===== src/rtl/lsu_pkg.sv =====
// Shared types and lane helpers for the MEM-stage load/store unit.
package lsu_pkg;

    localparam int unsigned ADDR_W = 32;
    localparam int unsigned DATA_W = 32;
    localparam int unsigned STRB_W = 4;
    localparam int unsigned REG_W  = 5;

    typedef enum logic [1:0] {
        SZ_B = 2'd0,
        SZ_H = 2'd1,
        SZ_W = 2'd2
    } mem_size_e;

    typedef enum logic [1:0] {
        S_IDLE = 2'd0,
        S_REQ  = 2'd1,
        S_RESP = 2'd2,
        S_DONE = 2'd3
    } lsu_state_e;

    // Size encoding 3 falls through to word everywhere.
    function automatic logic [STRB_W-1:0] size_wstrb(input logic [1:0] size, input logic [1:0] off);
        case (size)
            SZ_B:    return 4'b0001 << off;
            SZ_H:    return 4'b0011 << off;
            default: return 4'b1111;
        endcase
    endfunction

    function automatic logic misaligned(input logic [1:0] size, input logic [1:0] off);
        case (size)
            SZ_B:    return 1'b0;
            SZ_H:    return off[0];
            default: return off != 2'b00;
        endcase
    endfunction

    function automatic logic [DATA_W-1:0] extend_load(input logic [1:0] size, input logic [1:0] off,
                                                       input logic zext, input logic [DATA_W-1:0] rdata);
        logic [DATA_W-1:0] shifted;
        shifted = rdata >> {off, 3'b000};
        case (size)
            SZ_B:    return zext ? {24'h0, shifted[7:0]} : {{24{shifted[7]}}, shifted[7:0]};
            SZ_H:    return zext ? {16'h0, shifted[15:0]} : {{16{shifted[15]}}, shifted[15:0]};
            default: return rdata;
        endcase
    endfunction

endpackage


===== src/rtl/mem_stage_lsu_align.sv =====
// Combinational byte-lane logic: store strobes/replication and load extraction/extension.
module lsu_align
    import lsu_pkg::*;
(
    input  logic [1:0]        st_size,
    input  logic [1:0]        st_offset,
    input  logic [DATA_W-1:0] st_wdata,
    input  logic [1:0]        ld_size,
    input  logic [1:0]        ld_offset,
    input  logic              ld_unsigned,
    input  logic [DATA_W-1:0] ld_rdata,
    output logic [STRB_W-1:0] st_wstrb_c,
    output logic [DATA_W-1:0] st_lanes_c,
    output logic [DATA_W-1:0] ld_data_c
);

    // Replicating the low bytes lets memory pick any lane via the strobes.
    always_comb begin
        st_wstrb_c = size_wstrb(st_size, st_offset);
        case (st_size)
            SZ_B:    st_lanes_c = {4{st_wdata[7:0]}};
            SZ_H:    st_lanes_c = {2{st_wdata[15:0]}};
            default: st_lanes_c = st_wdata;
        endcase
        ld_data_c = extend_load(ld_size, ld_offset, ld_unsigned, ld_rdata);
    end

endmodule


===== src/rtl/mem_stage_lsu.sv =====
// MEM-stage load/store unit: one valid/ready memory transaction per EXE/MEM request,
// stalling the pipeline until the response (or a timeout) completes the access.
module mem_stage_lsu
    import lsu_pkg::*;
#(
    parameter int unsigned TIMEOUT   = 255,
    parameter int unsigned TIMEOUT_W = 8
) (
    input  logic              clk,
    input  logic              rst,
    input  logic              req_read,
    input  logic              req_write,
    input  logic [1:0]        req_size,
    input  logic              req_unsigned,
    input  logic [ADDR_W-1:0] req_addr,
    input  logic [DATA_W-1:0] req_wdata,
    input  logic [REG_W-1:0]  req_rd,
    output logic              waiting,
    output logic              mem_req_valid,
    input  logic              mem_req_ready,
    output logic              mem_req_write,
    output logic [ADDR_W-1:0] mem_req_addr,
    output logic [STRB_W-1:0] mem_req_wstrb,
    output logic [DATA_W-1:0] mem_req_wdata,
    input  logic              mem_resp_valid,
    input  logic [DATA_W-1:0] mem_resp_rdata,
    input  logic              mem_resp_err,
    output logic              wb_valid,
    output logic [REG_W-1:0]  wb_rd,
    output logic [DATA_W-1:0] wb_data,
    output logic              lsu_exc
);

    lsu_state_e           state;
    logic [TIMEOUT_W-1:0] cnt;
    logic [1:0]           size_q;
    logic [1:0]           off_q;
    logic                 unsigned_q;
    logic                 is_write_c;
    logic [STRB_W-1:0]    st_wstrb_c;
    logic [DATA_W-1:0]    st_lanes_c;
    logic [DATA_W-1:0]    ld_data_c;

    assign is_write_c = req_write && !req_read;

    // Stall must rise in the accept cycle itself so EXE/MEM holds the request.
    assign waiting = (state == S_IDLE && (req_read || req_write)) ||
                     state == S_REQ || state == S_RESP;

    lsu_align u_align (
        .st_size     (req_size),
        .st_offset   (req_addr[1:0]),
        .st_wdata    (req_wdata),
        .ld_size     (size_q),
        .ld_offset   (off_q),
        .ld_unsigned (unsigned_q),
        .ld_rdata    (mem_resp_rdata),
        .st_wstrb_c  (st_wstrb_c),
        .st_lanes_c  (st_lanes_c),
        .ld_data_c   (ld_data_c)
    );

    always_ff @(posedge clk) begin
        if (rst) begin
            state         <= S_IDLE;
            cnt           <= '0;
            size_q        <= 2'b00;
            off_q         <= 2'b00;
            unsigned_q    <= 1'b0;
            mem_req_valid <= 1'b0;
            mem_req_write <= 1'b0;
            mem_req_addr  <= '0;
            mem_req_wstrb <= '0;
            mem_req_wdata <= '0;
            wb_valid      <= 1'b0;
            wb_rd         <= '0;
            wb_data       <= '0;
            lsu_exc       <= 1'b0;
        end else begin
            wb_valid <= 1'b0;
            lsu_exc  <= 1'b0;
            case (state)
                S_IDLE: begin
                    if (req_read || req_write) begin
                        mem_req_addr  <= {req_addr[ADDR_W-1:2], 2'b00};
                        mem_req_write <= is_write_c;
                        mem_req_wstrb <= is_write_c ? st_wstrb_c : 4'h0;
                        mem_req_wdata <= st_lanes_c;
                        size_q        <= req_size;
                        off_q         <= req_addr[1:0];
                        unsigned_q    <= req_unsigned;
                        wb_rd         <= req_rd;
                        if (misaligned(req_size, req_addr[1:0])) begin
                            state   <= S_DONE;
                            lsu_exc <= 1'b1;
                        end else begin
                            state         <= S_REQ;
                            mem_req_valid <= 1'b1;
                        end
                    end
                end
                S_REQ: begin
                    if (mem_req_ready) begin
                        mem_req_valid <= 1'b0;
                        cnt           <= '0;
                        state         <= S_RESP;
                    end
                end
                S_RESP: begin
                    // A response arriving in the timeout cycle still completes normally.
                    if (mem_resp_valid) begin
                        state    <= S_DONE;
                        lsu_exc  <= mem_resp_err;
                        wb_valid <= !mem_req_write && !mem_resp_err;
                        if (!mem_req_write) begin
                            wb_data <= ld_data_c;
                        end
                    end else if (cnt == TIMEOUT_W'(TIMEOUT)) begin
                        state   <= S_DONE;
                        lsu_exc <= 1'b1;
                    end else begin
                        cnt <= cnt + TIMEOUT_W'(1);
                    end
                end
                S_DONE:  state <= S_IDLE;
                default: state <= S_IDLE;
            endcase
        end
    end

endmodule

===== config.mk =====
export PLATFORM = sky130hd
export DESIGN_NAME = mem_stage_lsu
export DESIGN_NICKNAME = d
export VERILOG_FILES = /design/src/rtl/lsu_pkg.sv /design/src/rtl/mem_stage_lsu_align.sv /design/src/rtl/mem_stage_lsu.sv
export SDC_FILE = /design/constraint.sdc
export NUM_CORES = 1
export LEC_CHECK = 0
export ABC_AREA = 0
export BUFFER_PORTS_ARGS = -buffer_cell sky130_fd_sc_hd__buf_2
export CORE_ASPECT_RATIO = 0.8
export CORE_MARGIN = 2
export CORE_UTILIZATION = 53
export CTS_CLUSTER_DIAMETER = 150
export DETAILED_ROUTE_END_ITERATION = 12
export GPL_ROUTABILITY_DRIVEN = 0
export HOLD_SLACK_MARGIN = 0.02
export PLACE_DENSITY = 0.86
export SLEW_MARGIN = 10
export SYNTH_ARGS = -nofsm -noshare
export SYNTH_HDL_FRONTEND = slang
export SYNTH_HIERARCHICAL = 1
export SYNTH_SLANG_ARGS = --single-unit

===== constraint.sdc =====
create_clock -name clk -period 5.17 [get_ports clk]
set_input_delay 0.517 -clock clk [delete_from_list [all_inputs] [get_ports clk]]
set_output_delay 0.517 -clock clk [all_outputs]
set_load 0.005 [all_outputs]

# Word level (Yosys, flattened, before mapping)
# Cells that the tools add are included.
# Widths: inputs -> output; s select.
# totals
reg_bits	122
in_bits	111
output_inout_bits	110
elab_cells	83
# classes
add_sub_neg	1
n_eq_ne	12
shift	3
mux	29
n_bitwise	3
n_reduce_logical	21
# op_table
op	n
$pmux 32 s2	2
$mux 32	2
$shr 32x5->16	1
$mux 8	3
$pmux 8 s2	1
$mux 1	10
$mux 2	5
$add 8x1->8 const B	1
$eq 8x8->1 const B	1
$ne 2x2->1 const B	4
$pmux 2 s4	1
$pmux 4 s2	1
$reduce_and 4->1	2
$eq 2x1->1 const B	3
$logic_not 2->1	3
$pmux 1 s2	3
$reduce_and 3->1	2
$reduce_bool 2->1	3
$eq 2x2->1 const B	2
$mux 4	1
$shl 1x2->4 const A	1
$shl 2x2->4 const A	1
$logic_and 1x1->1	3
$logic_not 1->1	3
other kinds (6)	10

# Logic depth before layout (Yosys ltp)
# depth
depth_word	8
mapped_depth	8
mapped_depth_nobuf	6

# Modules after synthesis
# The synthesis kept the hierarchy.
# modules_own_cells
module	instances	cells_each	area_each_um2	seq_area_each_um2
mem_stage_lsu	1	572	4548.1	2442.3
lsu_align	1	171	1178.6	0.0

# Worst setup path before layout
# No wires, ideal clock.
# synth_timing
path_type	input to output
start	input port req_write
end	output port waiting
arrival_time_ps	1360
t_required_ps	4653
slack_ps	3293
stages	4
n_path_buf	1
cell_sequence	or2_1 -> and2_1 -> buf_2 -> or3_1
# synth_via
elab_chain_cells	4
# synth_rtl
item	line_no	source
from (decl)	mem_stage_lsu.sv:12	input logic req_write,
$logic_or 1x1->1	mem_stage_lsu.sv:47	assign waiting = (state == S_IDLE && (req_read || req_write)) ||
$logic_and 1x1->1	mem_stage_lsu.sv:47	
$logic_or 1x1->1	mem_stage_lsu.sv:47	
$logic_or 1x1->1	mem_stage_lsu.sv:48	state == S_REQ || state == S_RESP;
to (decl)	mem_stage_lsu.sv:18	output logic waiting,
# No other way between the ends.

# Worst setup path after layout
# layout_timing
start	register state[1]
end	output port waiting
# layout_via
elab_chain_cells	4
word_cells_on_any_way	6
classes_between	eq/ne: 2; reduce/logical: 4
# layout_rtl
item	line_no	source
from (decl)	mem_stage_lsu.sv:34	lsu_state_e state;
from (signal assigned)	mem_stage_lsu.sv:65	state <= S_IDLE;
from (signal assigned)	mem_stage_lsu.sv:94	state <= S_DONE;
from (signal assigned)	mem_stage_lsu.sv:97	state <= S_REQ;
$logic_not 2->1	mem_stage_lsu.sv:47	
$logic_and 1x1->1	mem_stage_lsu.sv:47	
$logic_or 1x1->1	mem_stage_lsu.sv:47	
$logic_or 1x1->1 (*)	mem_stage_lsu.sv:48	
# Every way passes the cells marked *; elsewhere a longest branch is shown, timed or not.

==> qor.txt <==
Outcome: complete, no violations
Post-route DRC: 0
Seq/Total Area, Yosys: 42.65%
TritonCTS Sinks: 122
CP max FO: 73
Worst ir drop on vdd: 0.2928 mV
Clock power share: 35.8%
Worst skew pair latency: 0.42 ns
Seq pwr share: 33.2%
RSZ-0062 raised after global routing: false
NumNets Final: 1039
Initial antenna violation count: 0
Register-to-Register Path Depth: 6
Yosys cell types: 54
Number of routed nets with antenna violations: 0
Max_cap viols: 0
Syn Area/Cell: 7.708 um^2
Number of synthesized flops with an enable pin: 0
Final Cycle Share: 55.30%
Reg-to-Reg End: wb_data[8]
Least-Margin Pin Slew: 1.201 ns
CP Launch Type: flop
CP cell instances: inv_1, ha_1, and2_2, buf_4, or3_1, buf_2
Crit-path leading delay family: buffers and inverters
Sw frac: 33.84%
Post-CTS Hold Buffers: 0
CTS clock-pin slew for the worst setup and hold paths: 0.06 ns
Number of global-route vias before repair: 5505
Die Area: 11660 um^2
GRT Util Overall: 27.99%
Worst flop-to-flop path startpoint: state[0]
Slew Viols, Final: 0
Cell taking the most area after synthesis: dfxtp_1
CTS Buffer Depth: 2
Top cell type's share of synthesized area: 42.65%
Setup Viol. Count Final: 0
Area Overhead vs Synth: 29.08%
Relative slew slack: 19.88%
Comb pwr share: 31.0%
P_sw: 1.257 mW
Flops & latches, synth: 122
Hold path cells: 2
Post-layout minimum cycle time: 2.859 ns
CTS root buffer: clkbuf_16
Clock skew: 0.009774 ns
Row count: 33
Die Ht: 96.98 um
Final Hold Viols: 0
Highest Signal Layer: met4
Grt ovf: 0
DPL Wire Length: 11020 um
First-pass DRT Iterations: 6
Fmax: 349.8 MHz
Synthesized instance count: 743
Crit path largest cell delay: 0.59 ns
Worst hold path type: input pin to flop
DR WL met3: 1667 um
Crit path DAT: 2.34 ns
Vias: 5855
Post-cts sizing count: 0
Drt total wl: 16410 um
Initial Util: 55.26%
P_leak: 3.306 nW
Crit end category: output pin
Largest cells by area after synthesis: dfxtp_1, nand2_1, a21oi_1, mux2_2, o21ai_0
Per-cell routed wire length: 15.23 um
Post-route setup TNS: 0 ns
Synth Flop Type: dfxtp_1
I/O Buffers: 218
Cell with the most instances after synthesis: nand2_1
Crit Path Class: flop to output pin
Ratio of cells with drive above 1 in the final layout: 30.63%
Min-delay src: mem_resp_err
Hold worst-path end: wb_valid
R2r setup slk: 2.76 ns
Critical path required time: 4.65 ns
PwrDens: 502.6 nW/um^2
Post-synth top cells: nand2_1, dfxtp_1, a21oi_1, clkbuf_1, o21ai_0
Via density: 5.436
Routed length on met2: 7541 um
Iter 0 DRT Violations: 443
CP bufs+invs: 3
Largest net degree at the start of global routing: 79
Crit-path slowest cell: buf_4
Setup Buffers After CTS: 0
Htree depth: 4
Post-Syn Area: 5727 um^2
Io pins: 221
Design Power: 3.715 mW
CTS tree: yes
Diodes inserted: 0
First-pass GRT wire length: 26350 um
Asr flop ratio synth: 0%
Inserted Clock Buffers: 17
YS warnings: 6
Met1 WL: 6833 um
Core area: 10360 um^2
Pint: 2.458 mW
Die X: 120.2 um
## through the flow
stage | std cells | hold WS [ns] | util (%) | worst slack [ns] | area [um^2]
finish | 1077 | 0.2848 | 71.33 | 2.311 | 7392
global route | 1077 | 0.2921 | 71.33 | 2.195 | 7392
CTS | 1077 | 0.2757 | 71.33 | 2.309 | 7392
detailed placement | 1045 | 0.4430 | 64.99 | 2.635 | 6735
global placement | 1045 | 0.4387 | 64.99 | 2.651 | 6735
floorplan | 744 | 0.4323 | - | 3.293 | 5731
## registers in the layout, indices dropped and copies added, names as in the netlist, 2 cells and up
register,count
mem_req_addr,30
cnt,8
state,2
size_q,2
off_q,2
mem_req_wstrb,4
wb_data,32
mem_req_wdata,32
wb_rd,5
## cells in the final DEF (no fill, tap or decap), types with 7 or more instances in the layout
master	count
a21oi_1	112
clkbuf_16	17
o21ai_0	29
o31ai_1	9
mux2_2	22
nand2_1	259
a22oi_1	9
nor2_1	15
inv_1	7
dfxtp_1	122
mux2i_1	11
buf_2	217
## power groups by stage
stage	registers, mW	clock network (mW)	logic [mW]
6_report	1.23	1.33	1.15
4_1_cts	1.23	1.34	1.14
3_5_place_dp	1.25	0	1.13
2_1_floorplan	1.25	0	0.762
3_3_place_gp	1.24	0	1.12
5_1_grt	1.25	1.38	1.28
## layout make-up
type / instances / area (um^2)
fillers: 840 / 2972
clock buffers: 19 / 432.9
repair buffers: 222 / 1124
clock inverters: 13 / 224.0
inverters: 7 / 26.28
well taps: 140 / 175.2
multi-input cells: 554 / 2968
flip-flops and latches: 122 / 2442
## metal layers
layer | GRT usage (%) | vias to the layer above
met5 | 0 | -
met4 | 11.45 | 0
met3 | 9.434 | 35
met2 | 43.92 | 286
met1 | 35.27 | 2655
li1 | - | 2879
## worst max path at each step
stage / start / endpoint / depth (start not counted)
3_5_place_dp: req_write / waiting / 6
5_1_grt: state[1] / waiting / 6
6_report: state[1] / waiting / 6
4_1_cts: state[1] / waiting / 6
2_1_floorplan: req_write / waiting / 4
3_3_place_gp: req_write / waiting / 6
## cells by family after synthesis
family	synth area share, %
flops	42.65
mux	7.101
compound gates	21.52
fa+ha+maj	0.8740
buf+inv	5.855
simple gates	21.94
other cells	0.06548
Power figures use the tool's default switching activity.
